===== src/rtl/branch_pkg.sv =====
// Shared definitions for the branch resolution logic: op encoding and width.
package branch_pkg;

  localparam int OP_W = 3;

  typedef logic [OP_W-1:0] br_op_t;

  localparam br_op_t BR_NONE = 3'd0;
  localparam br_op_t BR_EQ   = 3'd1;
  localparam br_op_t BR_NE   = 3'd2;
  localparam br_op_t BR_LEZ  = 3'd3;
  localparam br_op_t BR_GTZ  = 3'd4;
  localparam br_op_t BR_LTZ  = 3'd5;
  localparam br_op_t BR_GEZ  = 3'd6;

  // Encoding 7 is reserved and behaves like BR_NONE.
  function automatic logic is_branch_op(input br_op_t op);
    return (op >= BR_EQ) && (op <= BR_GEZ);
  endfunction

endpackage


===== src/rtl/branch_cond.sv =====
// Combinational branch-condition evaluator. Signed modes only look at a.
module branch_cond
  import branch_pkg::*;
#(
  parameter int WIDTH = 32
) (
  input  logic [OP_W-1:0]  op,
  input  logic [WIDTH-1:0] a,
  input  logic [WIDTH-1:0] b,
  output logic             cond
);

  logic a_neg;
  logic a_zero;

  assign a_neg  = a[WIDTH-1];
  assign a_zero = (a == '0);

  // Select the relation for the requested mode; NONE and reserved give 0.
  always_comb begin
    cond = 1'b0;
    case (op)
      BR_EQ:   cond = (a == b);
      BR_NE:   cond = (a != b);
      BR_LEZ:  cond = a_neg | a_zero;
      BR_GTZ:  cond = ~a_neg & ~a_zero;
      BR_LTZ:  cond = a_neg;
      BR_GEZ:  cond = ~a_neg;
      default: cond = 1'b0;
    endcase
  end

endmodule


===== src/rtl/branch_resolve_unit.sv =====
// ID/EX branch resolution: condition, target adder, output register with
// stall/flush, and saturating branch / taken-branch counters.
module branch_resolve_unit
  import branch_pkg::*;
#(
  parameter int WIDTH = 32,
  parameter int CNT_W = 16
) (
  input  logic             clk,
  input  logic             reset,
  input  logic             in_valid,
  input  logic             stall,
  input  logic             flush,
  input  logic [OP_W-1:0]  op,
  input  logic [WIDTH-1:0] a,
  input  logic [WIDTH-1:0] b,
  input  logic [31:0]      pc,
  input  logic [15:0]      imm16,
  output logic             out_valid,
  output logic             taken,
  output logic [31:0]      target,
  output logic [CNT_W-1:0] branch_cnt,
  output logic [CNT_W-1:0] taken_cnt
);

  localparam logic [CNT_W-1:0] CNT_MAX = '1;
  localparam logic [CNT_W-1:0] CNT_ONE = CNT_W'(1);

  logic        cond;
  logic        is_br;
  logic        br_taken;
  logic [31:0] target_next;

  branch_cond #(.WIDTH(WIDTH)) u_cond (
    .op   (op),
    .a    (a),
    .b    (b),
    .cond (cond)
  );

  assign is_br       = in_valid & is_branch_op(op);
  assign br_taken    = is_br & cond;
  // Word offset sign-extended and scaled; 32-bit wrap is intentional.
  assign target_next = pc + 32'd4 + {{14{imm16[15]}}, imm16, 2'b00};

  // Output register: reset, then flush (squash, keep target/counters), then stall hold.
  always_ff @(posedge clk) begin
    if (reset) begin
      out_valid  <= 1'b0;
      taken      <= 1'b0;
      target     <= '0;
      branch_cnt <= '0;
      taken_cnt  <= '0;
    end else if (flush) begin
      out_valid <= 1'b0;
      taken     <= 1'b0;
    end else if (!stall) begin
      out_valid <= is_br;
      taken     <= br_taken;
      target    <= target_next;
      if (is_br && (branch_cnt != CNT_MAX))
        branch_cnt <= branch_cnt + CNT_ONE;
      if (br_taken && (taken_cnt != CNT_MAX))
        taken_cnt <= taken_cnt + CNT_ONE;
    end
  end

endmodule


===== config.mk =====
export PLATFORM = sky130hd
export DESIGN_NAME = branch_resolve_unit
export DESIGN_NICKNAME = d
export VERILOG_FILES = /design/src/rtl/branch_pkg.sv /design/src/rtl/branch_cond.sv /design/src/rtl/branch_resolve_unit.sv
export SDC_FILE = /design/constraint.sdc
export NUM_CORES = 1
export LEC_CHECK = 0
export BUFFER_PORTS_ARGS = -buffer_cell sky130_fd_sc_hd__buf_2
export CAP_MARGIN = 20
export CORE_ASPECT_RATIO = 1.2
export CORE_MARGIN = 1
export CORE_UTILIZATION = 55
export CTS_CLUSTER_SIZE = 16
export DETAILED_ROUTE_END_ITERATION = 12
export PLACE_DENSITY = 0.9
export SETUP_SLACK_MARGIN = 0.3
export SLEW_MARGIN = 20
export SYNTH_ARGS = -nofsm -noshare
export SYNTH_HDL_FRONTEND = slang
export SYNTH_SLANG_ARGS = --single-unit

===== constraint.sdc =====
create_clock -name clk -period 5.1 [get_ports clk]
set_input_delay 0 -clock clk [delete_from_list [all_inputs] [get_ports clk]]
set_output_delay 0 -clock clk [all_outputs]
set_load 0.01 [all_outputs]

==> metrics.txt <==
# TYPE chip_impl_metric gauge
chip_impl_info{name="run_status",value="complete, no violations"} 1
chip_impl_info{name="grt_busiest_layer",value="met2"} 1
chip_impl_metric{name="post_syn_nets",unit=""} 811
chip_impl_info{name="worstSetupEndpointType",value="register"} 1
chip_impl_info{name="clock_tree_root",value="clkbuf_8"} 1
chip_impl_metric{name="antennaDiodeCount",unit=""} 0
chip_impl_metric{name="floorplan.die_area",unit="sq mm"} 0.00956
chip_impl_metric{name="clkSinkCount",unit=""} 66
chip_impl_metric{name="synth_warnings",unit=""} 0
chip_impl_metric{name="fillCellCount",unit=""} 694
chip_impl_metric{name="final_hold_viol_count",unit=""} 0
chip_impl_metric{name="gr-usage-all-layers",unit="%"} 33.9
chip_impl_metric{name="first_global_vias",unit=""} 5151
chip_impl_metric{name="dp_slack",unit="ns"} 2.17
chip_impl_info{name="timing.critical_path.from_type",value="input port"} 1
chip_impl_metric{name="cp_required",unit="ns"} 5.30
chip_impl_metric{name="post-place-cells",unit=""} 912
chip_impl_metric{name="worst_clock_skew",unit="ns"} 0.00635
chip_impl_metric{name="layout_setup_ws",unit="ns"} 1.96
chip_impl_metric{name="cellLeakagePower",unit="nW"} 2.92
chip_impl_metric{name="initial_core_util",unit="%"} 57.7
chip_impl_metric{name="routed-via-count",unit=""} 5468
chip_impl_metric{name="post_route_cells_drive_above_1_share",unit="%"} 26.9
chip_impl_metric{name="drtPass1Iterations",unit=""} 5
chip_impl_info{name="setup_repair_after_global_routing_missed_its_margin",value="no"} 1
chip_impl_metric{name="grt_util_met2",unit="%"} 59.7
chip_impl_metric{name="nets",unit=""} 990
chip_impl_metric{name="routed_wire_length_per_instance",unit="microns"} 17.0
chip_impl_metric{name="io_pins",unit=""} 186
chip_impl_metric{name="timing_max_transition_violations_final",unit=""} 0
chip_impl_metric{name="initial_antenna_violation_count",unit=""} 0
chip_impl_metric{name="syn-mean-instance-area",unit="sq um"} 7.99
chip_impl_metric{name="maxClockFrequency",unit="MHz"} 319
chip_impl_metric{name="finalSetupTns",unit="ns"} 0
chip_impl_metric{name="max_fo_critical_path",unit=""} 4
chip_impl_metric{name="fp-row-count",unit=""} 37
chip_impl_metric{name="drcViolationCount",unit=""} 0
chip_impl_metric{name="async_flop_share",unit="%"} 0
chip_impl_metric{name="fp.dieW",unit="microns"} 89.4
chip_impl_metric{name="vdd_drop_max",unit="mV"} 0.167
chip_impl_metric{name="drt_first_iter_violations",unit=""} 326
chip_impl_metric{name="cts_hold_buf",unit=""} 4
chip_impl_metric{name="area_growth_syn_to_layout",unit="%"} 25.1
chip_impl_metric{name="part_of_the_yosys_area_used_for_sequential_elements",unit="%"} 26.2
chip_impl_info{name="cts_tree",value="yes"} 1
chip_impl_metric{name="finalCriticalPeriod",unit="ns"} 3.14
chip_impl_metric{name="cts_setup_buffers",unit=""} 0
chip_impl_metric{name="place.port_buffers",unit=""} 185
chip_impl_metric{name="clock_tree.buffer_depth",unit=""} 2
chip_impl_metric{name="grt_max_degree",unit=""} 68
chip_impl_metric{name="final.hold.worst_slack",unit="ns"} 0.0145
chip_impl_metric{name="post_route_clock_period_utilization",unit="%"} 61.5
chip_impl_metric{name="timing.max_slew.rel_slack",unit="%"} 51.6
chip_impl_metric{name="arrival",unit="ns"} 3.34
chip_impl_metric{name="drv_cap",unit=""} 0
chip_impl_metric{name="synth.ff_latch_count",unit=""} 66
chip_impl_metric{name="residual_antenna_violating_net_count_after_detailed_routing",unit=""} 0
chip_impl_metric{name="grtUsageMet1",unit="%"} 35.2
chip_impl_info{name="most_frequently_used_flop_master_after_synthesis",value="dfxtp_1"} 1
chip_impl_metric{name="first_pass_grt_wire_length",unit="microns"} 24400
chip_impl_metric{name="htree_levels",unit=""} 3
chip_impl_metric{name="post_layout_nonfiller_instances",unit=""} 932
chip_impl_metric{name="gate_count_post_synth",unit=""} 631
chip_impl_metric{name="cts.reportedPaths.clkPinSlew",unit="ns"} 0.08
chip_impl_info{name="timing_worst_setup_path_type",value="in -> reg"} 1
chip_impl_metric{name="synth_cell_types",unit=""} 59
chip_impl_metric{name="area.sequential",unit="sq mm"} 0.00132
chip_impl_metric{name="grt.overflow.total",unit=""} 0
chip_impl_metric{name="tritoncts.num_buffers",unit=""} 9
chip_impl_metric{name="routed_wirelength",unit="microns"} 15800
chip_impl_info{name="class_of_the_most_critical_hold_timing_path",value="in -> reg"} 1
chip_impl_metric{name="vias_per_cell",unit=""} 5.87
chip_impl_metric{name="p_per_area",unit="mW/mm^2"} 248
chip_impl_metric{name="place_congestion",unit=""} 0.920
chip_impl_metric{name="multi_input_area",unit="sq mm"} 0.00355
chip_impl_metric{name="die-height",unit="microns"} 107
chip_impl_metric{name="core_outline_area",unit="sq mm"} 0.00875
chip_impl_metric{name="worst-slew-pin-transition",unit="ns"} 0.726
chip_impl_metric{name="hpwl",unit="microns"} 11600
chip_impl_metric{name="synth_edf_count",unit=""} 0
chip_impl_metric{name="finalPower",unit="W"} 0.00156
chip_impl_metric{name="clkLatencyLatePin",unit="ns"} 0.34
chip_impl_metric{name="post_cts_resize_count",unit=""} 0
chip_impl_metric{name="netlist_area",unit="sq mm"} 0.00504
chip_impl_metric{name="finalSetupViolations",unit=""} 0
chip_impl_metric{name="grt_util_met3",unit="%"} 11.1
path summary, 6_finish.rpt:
kind              cells past startpoint    startpoint  slack [ns]             to
hold reg to reg                       2    target[22]        0.45     target[22]
setup reg to reg                      8  taken_cnt[0]        2.58  taken_cnt[13]
setup / recovery                     16      imm16[0]        1.96     target[31]
hold / removal                        4         pc[2]        0.01      target[2]
placed cells by master (no fill, tap or decap), types with 4 or more instances in the layout:
cell type | synthesis | final
a211oi_1 | 9 | 9
a21o_1 | 8 | 8
a21oi_1 | 60 | 60
a31oi_1 | 7 | 7
and3_1 | 15 | 15
buf_2 | 1 | 185
clkbuf_8 | 0 | 13
dfxtp_1 | 66 | 66
dlygate4sd3_1 | 0 | 4
ha_1 | 59 | 59
inv_1 | 18 | 18
nand2_1 | 70 | 70
nand2b_1 | 4 | 4
nand3_1 | 28 | 28
nand4_1 | 19 | 19
nor2_1 | 52 | 51
nor2b_1 | 6 | 6
nor3_1 | 11 | 11
nor4_1 | 10 | 10
o21ai_0 | 20 | 20
o21ai_1 | 7 | 7
o31ai_1 | 8 | 8
or3_1 | 7 | 7
or4_1 | 6 | 6
xnor2_1 | 50 | 50
xor2_1 | 20 | 20
state kept, by name, summed over array words and instances (netlist names):
name,cells
taken_cnt,16
out_valid,1
branch_cnt,16
target,32
taken,1
per-stage QoR:
| stage | instance area (sq um) | utilization, % |
|---|---|---|
| floorplan | 5040 | - |
| global route | 6310 | 72.1 |
| finish | 6310 | 72.1 |
| detailed placement | 6020 | 68.9 |
| CTS | 6310 | 72.1 |
| global placement | 6020 | 68.9 |
Yosys cell counts, drive strengths merged, types with 3 or more instances:
| master | count | area, sq um |
|---|---|---|
| ha | 59 | 738 |
| a21boi | 4 | 33.8 |
| or4 | 6 | 45.0 |
| o211ai | 3 | 22.5 |
| xnor2 | 50 | 438 |
| a21o | 8 | 60.1 |
| nand2b | 4 | 25.0 |
| o31ai | 8 | 60.1 |
| buf | 5 | 42.5 |
| nand4 | 19 | 119 |
| a31oi | 7 | 43.8 |
| nand2 | 71 | 269 |
| inv | 18 | 67.6 |
| nor2b | 6 | 37.5 |
| or2 | 3 | 18.8 |
| and3 | 16 | 105 |
| dfxtp | 66 | 1320 |
| clkbuf | 18 | 67.6 |
| a211oi | 9 | 67.6 |
| mux2 | 4 | 48.8 |
| nor3 | 11 | 55.1 |
| o21ai | 27 | 135 |
| nor2 | 52 | 195 |
| and4 | 3 | 26.3 |
| nand3 | 28 | 140 |
| or3 | 7 | 43.8 |
| a21oi | 61 | 309 |
| nand3b | 3 | 22.5 |
| nor4 | 12 | 87.6 |
| xor2 | 20 | 175 |
worst max-delay path, cell delays in order:
cell and delay, ns:
dlygate4sd3_1 0.52, buf_2 0.10, inv_1 0.03, ha_1 0.16
inv_1 0.06, ha_1 0.20, inv_1 0.07, fa_1 0.38
nand2b_1 0.20, a211oi_1 0.35, o21ai_0 0.28, a211oi_1 0.33
o21ai_1 0.17, a31oi_1 0.20, mux2i_1 0.21, nor2_1 0.06
logic make-up (layout without fill, tap and decap cells):
kind of cell / after synthesis / count (layout) / synth area share [%]
buffers and inverters: 41 / 225 / 3.52
and+or+nand+nor: 245 / 245 / 24.3
muxes: 6 / 6 / 1.36
AOI/OAI and AO/OA: 143 / 143 / 17.4
adders and majority gates: 60 / 60 / 15.0
DFF: 66 / 66 / 26.2
xor gates and xnor gates: 70 / 70 / 12.2
cell type report:
type                    instances  share of cell area, %
multi-input cells             524                   56.2
flip-flops and latches         66                   20.9
repair buffers                191                   15.5
clock buffers                  13                   2.83
well taps                     117                   2.32
clock inverters                 3                   1.09
inverters                      18                   1.07
power breakdown:
part | switching, W | leakage [nW] | internal, W | total [W]
clock | 0.000215 | 0.126 | 0.000330 | 0.000545
combinational | 0.000265 | 2.26 | 0.000205 | 0.000469
sequential | 0.0000131 | 0.536 | 0.000537 | 0.000550
total | 0.000493 | 2.92 | 0.00107 | 0.00156
layer usage:
metal	part of all wire [%]	routed length, microns
met1	37	5870
met2	49	7820
met3	9.5	1500
met4	4.0	631
met5	0	0
Power figures use the tool's default switching activity.
